`src/rtl/onehot_regfile_pkg.sv`:
```
// Shared defaults and index-width helper for the one-hot register file.
package onehot_regfile_pkg;

   localparam int WIDTH_DEFAULT = 32;
   localparam int NREGS_DEFAULT = 32;

   // Binary index width for an n-entry one-hot vector (at least 1 bit).
   function automatic int idx_width(input int n);
      return (n > 1) ? $clog2(n) : 1;
   endfunction

endpackage

```
`src/rtl/onehot_regfile_check.sv`:
```
// One-hot checker: flags exactly-one-bit-set and encodes the set bit's index.
module onehot_check
   import onehot_regfile_pkg::*;
#(
   parameter int N  = NREGS_DEFAULT,
   parameter int IW = idx_width(N)
) (
   input  logic [N-1:0]  vec,
   output logic          valid,
   output logic [IW-1:0] idx
);

   // Exactly one bit set: non-zero and clearing the lowest set bit leaves zero.
   assign valid = (vec != '0) && ((vec & (vec - 1'b1)) == '0);

   // OR-encode the set bit positions; only meaningful when valid is high.
   always_comb begin
      idx = '0;
      for (int i = 0; i < N; i++) begin
         if (vec[i]) begin
            idx = idx | i[IW-1:0];
         end
      end
   end

endmodule

```
`src/rtl/onehot_regfile.sv`:
```
// Register file addressed by one-hot selects: two registered read ports with
// write-through bypass, one write port, register 0 hardwired to zero, and
// malformed-select detection.
module onehot_regfile
   import onehot_regfile_pkg::*;
#(
   parameter int WIDTH = WIDTH_DEFAULT,
   parameter int NREGS = NREGS_DEFAULT
) (
   input  logic             clk,
   input  logic             rst_n,
   input  logic [NREGS-1:0] Aselect,
   input  logic [NREGS-1:0] Bselect,
   input  logic [NREGS-1:0] Dselect,
   input  logic             we,
   input  logic [WIDTH-1:0] dbus,
   output logic [WIDTH-1:0] abus,
   output logic [WIDTH-1:0] bbus,
   output logic             sel_err,
   output logic             sel_err_sticky
);

   localparam int IW = idx_width(NREGS);

   logic          a_valid, b_valid, d_valid;
   logic [IW-1:0] a_idx, b_idx, d_idx;

   logic [WIDTH-1:0] regs [NREGS];
   logic [WIDTH-1:0] a_value, b_value;
   logic             wr_bypass;
   logic             sel_err_next;

   onehot_check #(.N(NREGS), .IW(IW)) u_check_a (.vec(Aselect), .valid(a_valid), .idx(a_idx));
   onehot_check #(.N(NREGS), .IW(IW)) u_check_b (.vec(Bselect), .valid(b_valid), .idx(b_idx));
   onehot_check #(.N(NREGS), .IW(IW)) u_check_d (.vec(Dselect), .valid(d_valid), .idx(d_idx));

   // Register storage: entry 0 is a constant zero, the rest are written when
   // the write select is a valid one-hot hitting that entry. The per-register
   // enable uses the raw select bit since d_valid already guarantees one-hot.
   genvar gi;
   generate
      for (gi = 0; gi < NREGS; gi++) begin : g_reg
         if (gi == 0) begin : g_zero
            assign regs[gi] = '0;
         end else begin : g_store
            // Clear on reset; capture dbus on a valid write to this entry.
            always_ff @(posedge clk or negedge rst_n) begin
               if (!rst_n) begin
                  regs[gi] <= '0;
               end else if (we && d_valid && Dselect[gi]) begin
                  regs[gi] <= dbus;
               end
            end
         end
      end
   endgenerate

   // A write is forwarded to readers only if it will actually land in storage.
   assign wr_bypass = we && d_valid && (d_idx != '0);

   // Read value selection: malformed or index-0 selects read zero, a select
   // matching the in-flight write sees dbus, otherwise the stored register.
   always_comb begin
      a_value = '0;
      if (a_valid && (a_idx != '0)) begin
         if (wr_bypass && (a_idx == d_idx)) a_value = dbus;
         else                               a_value = regs[a_idx];
      end
      b_value = '0;
      if (b_valid && (b_idx != '0)) begin
         if (wr_bypass && (b_idx == d_idx)) b_value = dbus;
         else                               b_value = regs[b_idx];
      end
   end

   // The write select only counts as malformed when a write is requested.
   assign sel_err_next = !a_valid || !b_valid || (we && !d_valid);

   // Output registers: read data and error flags, all cleared by reset.
   always_ff @(posedge clk or negedge rst_n) begin
      if (!rst_n) begin
         abus           <= '0;
         bbus           <= '0;
         sel_err        <= 1'b0;
         sel_err_sticky <= 1'b0;
      end else begin
         abus           <= a_value;
         bbus           <= b_value;
         sel_err        <= sel_err_next;
         sel_err_sticky <= sel_err_sticky | sel_err_next;
      end
   end

endmodule

```
`config.mk`:
```
export PLATFORM = sky130hd
export DESIGN_NAME = onehot_regfile
export DESIGN_NICKNAME = d
export VERILOG_FILES = /design/src/rtl/onehot_regfile_pkg.sv /design/src/rtl/onehot_regfile_check.sv /design/src/rtl/onehot_regfile.sv
export SDC_FILE = /design/constraint.sdc
export NUM_CORES = 2
export LEC_CHECK = 0
export ABC_AREA = 1
export CORE_MARGIN = 4
export CORE_UTILIZATION = 30
export DETAILED_ROUTE_END_ITERATION = 10
export GPL_ROUTABILITY_DRIVEN = 1
export HOLD_SLACK_MARGIN = 0.03
export SYNTH_ARGS = -nofsm -noshare
export SYNTH_HDL_FRONTEND = slang
export SYNTH_HIERARCHICAL = 1
export SYNTH_SLANG_ARGS = --single-unit
```
`constraint.sdc`:
```
create_clock -name clk -period 1.2 [get_ports clk]
set_input_delay 0.24 -clock clk [delete_from_list [all_inputs] [get_ports clk]]
set_output_delay 0.24 -clock clk [all_outputs]
set_load 0.03 [all_outputs]
```
==> results_dict.tcl <==
set metrics [dict create \
    outcome "finished, violations left" \
    violations "setup timing" \
    synth_flop_cell "dfrtp_1" \
    clk_latency_ps 770 \
    netlist_instances 8819 \
    leakagePower_uw 0.0402 \
    finalPower_uw 78200 \
    cts_buffers 118 \
    synthTopCellsByCount "nand2_1 (3047), o21ai_0 (1167), dfrtp_1 (1058), nand3_1 (928), inv_1 (718)" \
    path_class "in -> reg" \
    grt_pass1_vias 64400 \
    instances_no_fill 12600 \
    vias 69100 \
    pin_count 197 \
    first_iter_violations 9372 \
    synth.avg_cell_area_um2 6.88 \
    dp.cells 12100 \
    die_w_um 458 \
    synth_fp_nets 8950 \
    required_ps 1830 \
    slew_violations 0 \
    dp_hpwl_mm 184 \
    start_util_pct 30.3 \
    core_um2 200000 \
    min_period_ps 2140 \
    reg2reg_to "bbus[10]" \
    drtAntennaViolNets 0 \
    fin_ws_ps -944 \
    slowest_delay_ps 290 \
    fillers 19600 \
    rsz0062_at_grt "yes" \
    cts_tree "done" \
    crit_fanout 8 \
    setup_viol 1124 \
    grt_usage_pct 27.1 \
    fmax_mhz 466 \
    clock-skew-final_ps 35.5 \
    timing.setup.tns_ps -846630 \
    antenna_found_initial 12 \
    r2r_slack_ps -380 \
    die_y_um 458 \
    period_share_pct 179 \
    ys_warn_count 6 \
    maxCapViolations 0 \
    yosysTopAreaCell "dfrtp_1" \
    rows 164 \
    syn_area_um2 60700 \
    fin_nets 9922 \
    avgRoutedWirePerCell_um 24.4 \
    power_density_nw_per_um2 910 \
    async_flop_share_pct 100 \
    worstSetupEndpointType "register" \
    crit_start "Dselect[1]" \
    irDropWorstVdd_v 0.00112 \
    firstDrtPassIters 8 \
    cts-htree-levels 3 \
    drc 0 \
    area_growth_pct 41.7 \
    pre_cts_ws_ps -2140 \
    overflow 0 \
    final_hold_viol_count 0 \
    clk_pin_slew_worst_paths_ps 60 \
    synth_top_area_share_pct 43.6 \
    cts_root_buf "clkbuf_16" \
    crit_chain "buf_2 -> nor2_4 -> buf_4 -> nand3_4 -> a21boi_2 -> nand3_2 -> nor2_2 -> nand2_1 -> nor2_2 -> nand2_1 -> nor2_2 -> nand2_1 -> inv_2 -> buf_6 -> buf_12 -> buf_12 -> nand2_8 -> clkbuf_16 -> nand2_2 -> o21ai_2" \
    synth_area_leaders "dfrtp_1 (44%), nand2_1 (19%), o21ai_0 (9.6%)" \
    ys_seq_elements 1058 \
    r2r_start "regs[266]" \
    grt_start_max_net_pins 96 \
    crit_arrival_ps 2770 \
    ys_seq_area_share_pct 43.6 \
    synth_cell_types 39 \
    cts_max_path_buffers 3 \
    synth.most_common_cell "nand2_1" \
    via_per_inst 5.50 \
    drive_above_1_share_pct 22.6 \
    post-route-util_pct 42.9 \
    design.die.area_um2 209000 \
    route.final.wire_length_mm 307 \
    grt_pass1_wl_mm 428 \
    synth_edf_count 0 \
    ff2ff_path_depth 11 \
    critical_path.startpoint_type "primary input" \
    cts_sinks 1058 \
    cp_slowest_cell "clkbuf_16" \
    relSlewSlack_pct 61.7 \
    tightest_slew_ps 574 \
    worstHoldPathType "in -> async" \
    place.gp.congestion 0.936 \
    io_buffer_count 196 \
]
layout make-up:
type	count	area (um^2)	area share [%]
diodes	9	22.5	0.0262
inverters	730	2830	3.29
flip-flops and latches	1058	26500	30.8
repair buffers	1539	18400	21.4
repair inverters	1	8.76	0.0102
clock inverters	53	568	0.661
clock buffers	170	3500	4.07
multi-input cells	6343	30900	35.9
well taps	2656	3320	3.87
state kept, by name (all words and copies together), names as in the netlist:
name,cells
sel_err_sticky,1
abus,32
regs,992
bbus,32
sel_err,1
cell usage in the layout (no fill, tap or decap), types with 57 or more instances in the layout:
master / count
a21oi_1: 235
buf_12: 364
buf_16: 61
buf_4: 861
buf_6: 90
clkbuf_16: 138
dfrtp_1: 1058
inv_1: 706
nand2_1: 2884
nand2_2: 110
nand2_4: 57
nand3_1: 871
nor2_1: 366
nor2_2: 67
nor2_4: 57
o211ai_1: 234
o21ai_0: 1017
o21ai_1: 124
cell families (layout without fill, tap and decap cells):
family | after synthesis | after routing | share of synthesized area (%)
AND/OR/NAND/NOR | 4577 | 4578 | 31.1
XOR/XNOR | 10 | 10 | 0.157
buffers and inverters | 1419 | 2493 | 9.43
AO/OA/AOI/OAI | 1755 | 1755 | 15.7
other | 0 | 9 | 0
flip-flops | 1058 | 1058 | 43.6
worst max-delay path by stage:
stage | endpoint
after floorplan | regs[100]
after detailed placement | abus[12]
after CTS | abus[10]
final | regs[687]
after global placement | abus[27]
after global routing | regs[677]
worst max-delay path: cells and delay by family:
family	cells	cell delay, ps
AND/OR/NAND/NOR	11	1230
AO/OA/AOI/OAI	2	210
buffers and inverters	7	1060
power breakdown:
group          internal (uW)  leakage, uW  switching (uW)
sequential             35700       0.0148        0.000421
clock                  22400      0.00204           16300
combinational           1410       0.0233            2440
through the flow:
stage | hold slack [ps] | cell area, um^2
after floorplan | -55.6 | 61100
after global placement | 84.0 | 75700
after detailed placement | 83.8 | 75700
after CTS | 105 | 84700
after global routing | 157 | 85900
final | 131 | 86000
metal layers:
| layer | routed length [um] | track usage, % | up-vias |
|---|---|---|---|
| met5 | 32 | 0 | - |
| met4 | 29300 | 20.3 | 4 |
| met3 | 35000 | 5.72 | 1241 |
| met2 | 132000 | 42.0 | 4662 |
| met1 | 111000 | 33.0 | 32700 |
| li1 | - | - | 30500 |
repair_timing:
action,4_1_cts,5_1_grt
pin swaps,197,67
setup endpoints to repair,1124,1124
endpoints found under the hold margin,1058,0
gates resized for setup,893,260
hold buffers,2,0
gates cloned,50,29
buffers inserted,179,19
Note: power is estimated with default switching activity, not from simulation.
